File: config.mk
export PLATFORM = sky130hd
export DESIGN_NAME = proc_in_fifo
export DESIGN_NICKNAME = d
export VERILOG_FILES = /design/src/rtl/proc_io_pkg.sv /design/src/rtl/fifo_mem_dp.sv /design/src/rtl/proc_in_fifo.sv
export SDC_FILE = /design/constraint.sdc
export NUM_CORES = 1
export LEC_CHECK = 0
export BUFFER_PORTS_ARGS = -buffer_cell sky130_fd_sc_hd__buf_4
export CAP_MARGIN = 15
export CORE_MARGIN = 2
export CORE_UTILIZATION = 38
export DETAILED_ROUTE_END_ITERATION = 7
export GPL_TIMING_DRIVEN = 0
export PLACE_DENSITY = 0.66
export REMOVE_ABC_BUFFERS = 1
export SYNTH_ARGS = -nofsm -noshare
export SYNTH_HDL_FRONTEND = slang
export SYNTH_SLANG_ARGS = --single-unit
File: constraint.sdc
create_clock -name clk -period 3.8 [get_ports clk]
set_input_delay 0.19 -clock clk [delete_from_list [all_inputs] [get_ports clk]]
set_output_delay 0.19 -clock clk [all_outputs]
set_load 0.005 [all_outputs]
File: src/rtl/proc_io_pkg.sv
// Shared definitions for the processor input buffer: FSM state encoding and
// statistics counter width.
package proc_io_pkg;

    typedef enum logic [1:0] {
        FILL    = 2'd0,
        RUN     = 2'd1,
        STARVED = 2'd2
    } fifo_state_t;

    localparam int STAT_W = 16;

endpackage

File: src/rtl/fifo_mem_dp.sv
// Simple dual-port register array: one synchronous write port and one
// asynchronous read port.
module fifo_mem_dp #(
    parameter int NUBITS = 32,
    parameter int DEPTH  = 16,
    localparam int AW    = $clog2(DEPTH)
) (
    input  logic                     clk,
    input  logic                     we,
    input  logic [AW-1:0]            waddr,
    input  logic signed [NUBITS-1:0] wdata,
    input  logic [AW-1:0]            raddr,
    output logic signed [NUBITS-1:0] rdata
);

    logic signed [NUBITS-1:0] mem [DEPTH];

    // NOTE: the array has no reset; occupancy tracking alone determines which
    // entries are meaningful, and leaving it unreset lets it map to plain RAM.
    always_ff @(posedge clk) begin
        if (we) begin
            mem[waddr] <= wdata;
        end
    end

    assign rdata = mem[raddr];

endmodule

File: src/rtl/proc_in_fifo.sv
// Input sample buffer feeding the processor, with a FILL/RUN/STARVED priming FSM.
// Define PROC_IN_FIFO_STATS_EN to add saturating overflow/underflow counters.
module proc_in_fifo
    import proc_io_pkg::*;
#(
    parameter int NUBITS    = 32,
    parameter int DEPTH     = 16,
    parameter int PRIME_LVL = 8,
    localparam int AW       = $clog2(DEPTH)
) (
    input  logic                     clk,
    input  logic                     rst,
    input  logic signed [NUBITS-1:0] s_data,
    input  logic                     s_valid,
    output logic                     s_ready,
    input  logic                     req_in,
    output logic signed [NUBITS-1:0] dout,
    output logic                     primed,
    output logic [AW:0]              level
`ifdef PROC_IN_FIFO_STATS_EN
    ,
    output logic [STAT_W-1:0]        ovf_cnt,
    output logic [STAT_W-1:0]        unf_cnt
`endif
);

    localparam logic [AW:0] FULL_LVL  = (AW+1)'(DEPTH);
    localparam logic [AW:0] PRIME_THR = (AW+1)'(PRIME_LVL);

    fifo_state_t              state, state_nxt;
    logic [AW-1:0]            wr_ptr, rd_ptr;
    logic signed [NUBITS-1:0] hold, head;
    logic                     push, pop;

    assign s_ready = (level != FULL_LVL);
    assign push    = s_valid && s_ready;
    assign pop     = req_in && (state == RUN) && (level != '0);

    fifo_mem_dp #(
        .NUBITS(NUBITS),
        .DEPTH (DEPTH)
    ) u_mem (
        .clk  (clk),
        .we   (push),
        .waddr(wr_ptr),
        .wdata(s_data),
        .raddr(rd_ptr),
        .rdata(head)
    );

    always_ff @(posedge clk or negedge rst) begin
        if (!rst) begin
            state <= FILL;
        end else begin
            state <= state_nxt;
        end
    end

    // NOTE: every output gets a default before the case so no path leaves a
    // value unassigned, which would otherwise infer a latch.
    always_comb begin
        state_nxt = state;
        dout      = hold;
        unique case (state)
            FILL: begin
                dout = '0;
                if (level >= PRIME_THR) state_nxt = RUN;
            end
            RUN: begin
                if (level != '0)          dout = head;
                else if (req_in)          state_nxt = STARVED;
            end
            STARVED: begin
                if (level >= PRIME_THR) state_nxt = RUN;
            end
            default: begin
                dout      = '0;
                state_nxt = FILL;
            end
        endcase
    end

    assign primed = (state == RUN);

    // NOTE: sequential state uses non-blocking assignments so every register
    // samples the pre-edge values of the others.
    always_ff @(posedge clk or negedge rst) begin
        if (!rst) begin
            wr_ptr <= '0;
            rd_ptr <= '0;
            level  <= '0;
            hold   <= '0;
        end else begin
            if (push) wr_ptr <= wr_ptr + 1'b1;
            if (pop) begin
                rd_ptr <= rd_ptr + 1'b1;
                hold   <= head;
            end
            unique case ({push, pop})
                2'b10:   level <= level + 1'b1;
                2'b01:   level <= level - 1'b1;
                default: level <= level;
            endcase
        end
    end

`ifdef PROC_IN_FIFO_STATS_EN
    // Refused source samples and read strobes that did not pop, both saturating.
    always_ff @(posedge clk or negedge rst) begin
        if (!rst) begin
            ovf_cnt <= '0;
            unf_cnt <= '0;
        end else begin
            if (s_valid && !s_ready && (ovf_cnt != '1)) ovf_cnt <= ovf_cnt + 1'b1;
            if (req_in && !pop && (unf_cnt != '1))      unf_cnt <= unf_cnt + 1'b1;
        end
    end
`endif

endmodule

; Word level (Yosys, flattened, before mapping)
; Memory sizes are Yosys's and may differ from the RTL's.
; Index checks and enable logic that the tools add are counted.
[classes]
n_addsub = 4
n_lt_le_gt_ge = 1
n_eq_ne = 8
muxes = 9
n_reduce_logical = 8
[op_table]
columns = operator, count
row1 = case mux 32 bit (2 select lines), 1
row2 = two-way mux 32 bit, 1
row3 = case mux 5 bit (2 select lines), 1
row4 = "adder 4 x 1 -> 4 bit, second input constant", 2
row5 = two-way mux 2 bit, 3
row6 = "adder 5 x 1 -> 5 bit, second input constant", 1
row7 = "greater-or-equal comparator 5 x 4 -> 1 bit, second input constant", 1
row8 = "inequality test 5 bit, second input constant", 1
row9 = nonzero test 5 bit, 1
row10 = "subtractor 5 x 1 -> 5 bit, second input constant", 1
row11 = "== test 2 x 1 -> 1 bit, second input constant", 2
row12 = "== test 2 bit, second input constant", 2
row13 = "inequality test 2 bit, second input constant", 2
row14 = case mux 2 bit (2 select lines), 1
row15 = logical AND 1 bit, 3
row16 = AND reduction 3 bit, 1
row17 = zero test 2 bit, 1
row18 = two-way mux 1 bit, 2
row19 = "inequality test 2 x 1 -> 1 bit, second input constant", 1
row20 = nonzero test 2 bit, 1
row21 = OR reduction 2 bit, 1
[totals]
regBits = 47
ramBits = 512
inputBits = 36
out_inout_bits = 39
elab_cells = 36
n_memories = 1
[memory_table]
columns = name, depth, width, read_ports, rd_ports_with_merged_regs, wr, line
row1 = u_mem.mem, 16, 32, 1, 0, 1, fifo_mem_dp.sv:16  ; logic signed [NUBITS-1:0] mem [DEPTH];

; Depth between registers and ports, before layout
[depth]
ltp_word = 5
depth_mapped = 15
mapped_depth_nobuf = 12

; By module
; A second synthesis with hierarchy kept.
[hier_totals]
hier_cells = 1009
area_unflattened_um2 = 21718.3
[by_module_without_submodules]
columns = module, instances, cells_per_inst, area_per_inst_um2, seq_area_each_um2
row1 = fifo_mem_dp, 1, 806, 19213.4, 15374.7
row2 = proc_in_fifo, 1, 203, 2504.9, 1176.1

; Worst setup path before layout
; No wires, ideal clock.
[synth_path]
path_kind = flip-flop to flip-flop
start = register level[2]
end = memory u_mem.mem[3][0] (enable)
setup_time_ns = 0.461
t_arrival_ns = 3.292
required_time_ns = 3.339
slack_ns = 0.047
stages_incl_launch_ff = 5
n_path_buf = 0
synth_period_minus_slack_ns = 3.753
path_cell_list = dfrtp_1 > nor4_4 > a21boi_2 > nand2_1 > nor3_1
[synth_via]
elab_chain_cells = 4
[synth_lines]
columns = item, line
row1 = start: declaration, proc_in_fifo.sv:19  ; output logic [AW:0] level
row2 = start signal: assignment, proc_in_fifo.sv:100  ; 2'b10: level <= level + 1'b1;
row3 = start signal: assignment, proc_in_fifo.sv:101  ; 2'b01: level <= level - 1'b1;
row4 = start signal: assignment, proc_in_fifo.sv:102  ; default: level <= level;
row5 = inequality test 5 bit, proc_in_fifo.sv:35  ; assign s_ready = (level != FULL_LVL);
row6 = logical AND 1 bit, proc_in_fifo.sv:36  ; assign push = s_valid && s_ready;
row7 = two-way mux 1 bit, fifo_mem_dp.sv:21  ; if (we) begin
row8 = two-way mux 1 bit (implied by the code), fifo_mem_dp.sv:22  ; mem[waddr] <= wdata;
row9 = end: declaration, fifo_mem_dp.sv:16
; Every way passes these cells.

; Worst setup path after layout
[layout_path]
start = register rd_ptr[0]
end = output dout[24]
[layout_via]
elab_chain_cells = 3
[layout_lines]
columns = item, line
row1 = start: declaration, proc_in_fifo.sv:31  ; logic [AW-1:0] wr_ptr, rd_ptr;
row2 = start signal: assignment, proc_in_fifo.sv:96  ; rd_ptr <= rd_ptr + 1'b1;
row3 = memory (16 x 32 bit), n/a
row4 = two-way mux 32 bit, proc_in_fifo.sv:70  ; if (level != '0) dout = head;
row5 = case mux 32 bit (2 select lines), proc_in_fifo.sv:64  ; unique case (state)
row6 = end: declaration, proc_in_fifo.sv:17  ; output logic signed [NUBITS-1:0] dout,
; Every way passes these cells.

==> run_results.csv <==
group,metric,value,unit
run_status,status,"completed",
sta,setup_violations,0,
cells_and_area,n_antenna_cell,0,
cells_and_area,final_cell_area,0.0263,mm^2
logic_synthesis,synth_edf_count,512,
placement,dp_hpwl,28700,um
critical_path,cp.arrival,3360,ps
grt,antenna_found_initial,2,
critical_path,slowest_stage,"dfrtp_4",
grt,grt_overflow,0,
placement,place_congestion,0.698,
clock_network,cts_made_buffers,56,
worst_hold_path,hp-class,"in2reg",
floorplan,die_w,246,um
grt,grt_pass1_vias,11732,
logic_synthesis,avgSynthCellArea,19.0,um^2
critical_path,worstPathRequired,3610,ps
clock_network,worstSkewPairLatency,600,ps
power_and_ir_drop,power,19300,uW
placement,place_area,0.0242,mm^2
floorplan,ioPinCount,75,
cells_and_area,nets,1355,
routing,vias,11443,
logic_synthesis,ys_seq_area_share,74.3,%
grt,track_usage,16.4,%
sta,rsz0062_at_grt,"no",
routing,totalWireLength,49400,um
floorplan,dieArea,0.0605,mm^2
routing,avgRoutedWirePerCell,23.3,um
logic_synthesis,yosysWarningCount,0,
floorplan,rows,88,
critical_path,critPathKind,"reg2out",
sta,tns,0,ps
grt,grt_max_degree,56,
logic_synthesis,synthArstFlopShare,8.41,%
clock_network,cts_htree_levels,2,
placement,dp_slack,-140,ps
placement,io_buffer_count,74,
sta,min_period_over_period,93.4,%
routing,drcViolationCount,0,
power_and_ir_drop,p_per_area,732,mW/mm^2
job,drv_cap,0,
clock_network,numClockSinks,559,
power_and_ir_drop,ir_worst_vdd,0.392,mV
critical_path,crit_top_cell,"buf_16",
sta,finalWorstSetupSlack,252,ps
logic_synthesis,synth.area.mux_share,13.8,%
logic_synthesis,synthAdderAreaFrac,0.787,%
sta,tightestPinTransition,977,ps
logic_synthesis,synth_compound_area_share,5.76,%
logic_synthesis,synthXorXnorAreaFrac,0.393,%
sta,maxSlewHeadroom,34.9,%
cells_and_area,syn_to_final_growth,18.1,%
floorplan,die_h,246,um
sta,hold_slack,97.8,ps
routing,ant_nets,0,
floorplan,core,0.0578,mm^2
cells_and_area,drive_gt1_share,23.6,%
grt,grt_pass1_wl,73900,um
critical_path,crit_chain,"buf_16 > buf_16 > mux4_2 > or2_1 > a22oi_1 > o2bb2ai_1 > buf_4",
sta,fmax,282,MHz
logic_synthesis,syn_area,0.0223,mm^2
sta,clock_skew,14.9,ps
logic_synthesis,synthDistinctLibCells,51,
critical_path,cpLargestDelayFamily,"buffers and inverters",
routing,viasPerCell,5.41,
clock_network,cts_tree,"yes",
routing,first_pass_iters,5,
sta,layout_min_cycle_time,3550,ps
critical_path,slowest_delay,640,ps
critical_path,crit_fanout,40,
sta,final_hold_viol_count,0,
floorplan,initial_utilization,38.5,%
clock_network,clockBufferDepth,3,
clock_network,root_buffer,"clkbuf_16",
critical_path,worst_setup_path_end_kind,"output pin",
logic_synthesis,synth-seq-cells,559,
sta,slew_violations,0,
logic_synthesis,synthSimpleGateAreaFrac,2.81,%
critical_path,start_kind,"flop",
logic_synthesis,synth_cells,1173,
critical_path,critPathBufInv,3,
logic_synthesis,synth_top_family_by_area,"multiplexers",
power_and_ir_drop,leakage,0.00902,uW
clock_network,clk_pin_slew,60,ps
logic_synthesis,synthFlopType,"edfxtp_1",
routing,dr.first_iter.drc_count,1106,
==> per-stage QoR <==
stage	instances	util [%]
floorplan	1099	-
global placement	1938	40.4
detailed placement	1977	41.9
CTS	2114	45.4
global route	2116	45.5
finish	2116	45.5
==> report_power, final <==
group	switching [uW]	internal, uW
Combinational	3150	2860
Sequential	542	7540
Clock	2230	2930
==> sequential cells by signal, summed over array words and instances (netlist names) <==
| signal | count |
|---|---|
| state | 2 |
| hold | 32 |
| level | 5 |
| wr_ptr | 4 |
| u_mem.mem | 512 |
| rd_ptr | 4 |
==> tightest hold or removal path: stages <==
cell	delay (ps)
buf_4	110
a21boi_2	200
xnor2_1	140
==> routing by layer <==
metal | track usage, % | up-vias | wire (um)
li1 | - | 5022 | -
met1 | 23.2 | 5990 | 21900
met2 | 26.5 | 360 | 23700
met3 | 2.82 | 67 | 2920
met4 | 3.46 | 4 | 748
met5 | 0 | - | 24
==> cell usage in the layout (no fill, tap or decap), types with 9 or more instances in the layout <==
cell	synthesis	final
buf_4	9	75
edfxtp_1	512	512
clkbuf_16	0	57
buf_6	14	15
nand2b_1	12	12
buf_16	0	12
a221o_1	51	51
dfrtp_1	47	43
nand2_1	24	24
mux2_4	16	16
mux2i_1	124	124
o2bb2ai_1	9	9
buf_12	0	11
o22ai_1	22	22
nor2_1	71	59
clkinv_1	1	9
clkinv_2	0	15
a221oi_1	11	11
ha_1	14	14
dlygate4sd3_1	0	33
a22o_1	24	24
clkbuf_1	30	14
nor2_4	0	12
mux2_2	13	13
mux4_2	64	64
==> timing repair <==
action                                  CTS  global route
gates resized for setup                   2             1
gates cloned                              0             0
hold endpoints to repair                559             0
hold buffers                             33             0
setup buffers                             0             2
endpoints found under the setup margin   29             3
==> synthesized netlist by cell type, types with 5 or more instances <==
cell,count,share of area (%)
buf_6,14,0.71
mux4_2,64,6.5
o22ai_1,22,0.62
a221o_1,51,2.3
nand2b_1,12,0.34
o21ai_0,7,0.16
nor2b_1,8,0.22
mux2_2,13,0.66
a2bb2oi_1,5,0.20
nand2_1,24,0.40
mux2_4,16,1.1
a221oi_1,11,0.43
o2bb2ai_1,9,0.35
buf_4,9,0.30
buf_2,16,0.36
o21ai_1,8,0.18
edfxtp_1,512,69
clkbuf_1,30,0.51
nor2_1,71,1.2
mux2i_1,124,5.6
buf_1,5,0.084
dfrtp_1,47,5.3
inv_1,7,0.12
a22o_1,24,0.94
xnor2_1,7,0.28
ha_1,14,0.79
==> kinds of logic (layout without fill, tap and decap cells) <==
kind of cell	count (synthesis)	after routing
fa+ha+maj	14	14
compound gates	154	154
simple gates	136	136
flops	559	559
mux	217	217
xor+xnor	10	10
buf+inv	83	261
==> final cells by class <==
cell class	count	area [um^2]
Fill cell	4858	31500
Sequential cell	559	16600
Multi-Input combinational cell	531	5380
Timing Repair Buffer	148	1640
Clock buffer	77	1560
Tap cell	765	957
Clock inverter	27	156
Inverter	9	41.3
==> final timing paths <==
kind                       slack [ps]   endpoint  depth (start not counted)      start
min in group asynchronous         260   hold[15]                          2        rst
hold / removal                    100  wr_ptr[0]                          3    s_valid
setup reg to reg                  370   level[4]                         12   state[1]
max in group asynchronous        2890  rd_ptr[1]                          2        rst
setup / recovery                  250   dout[24]                          7  rd_ptr[0]
hold reg to reg                   480   hold[10]                          2   hold[10]
No activity file was read; power rests on OpenSTA's default activity.
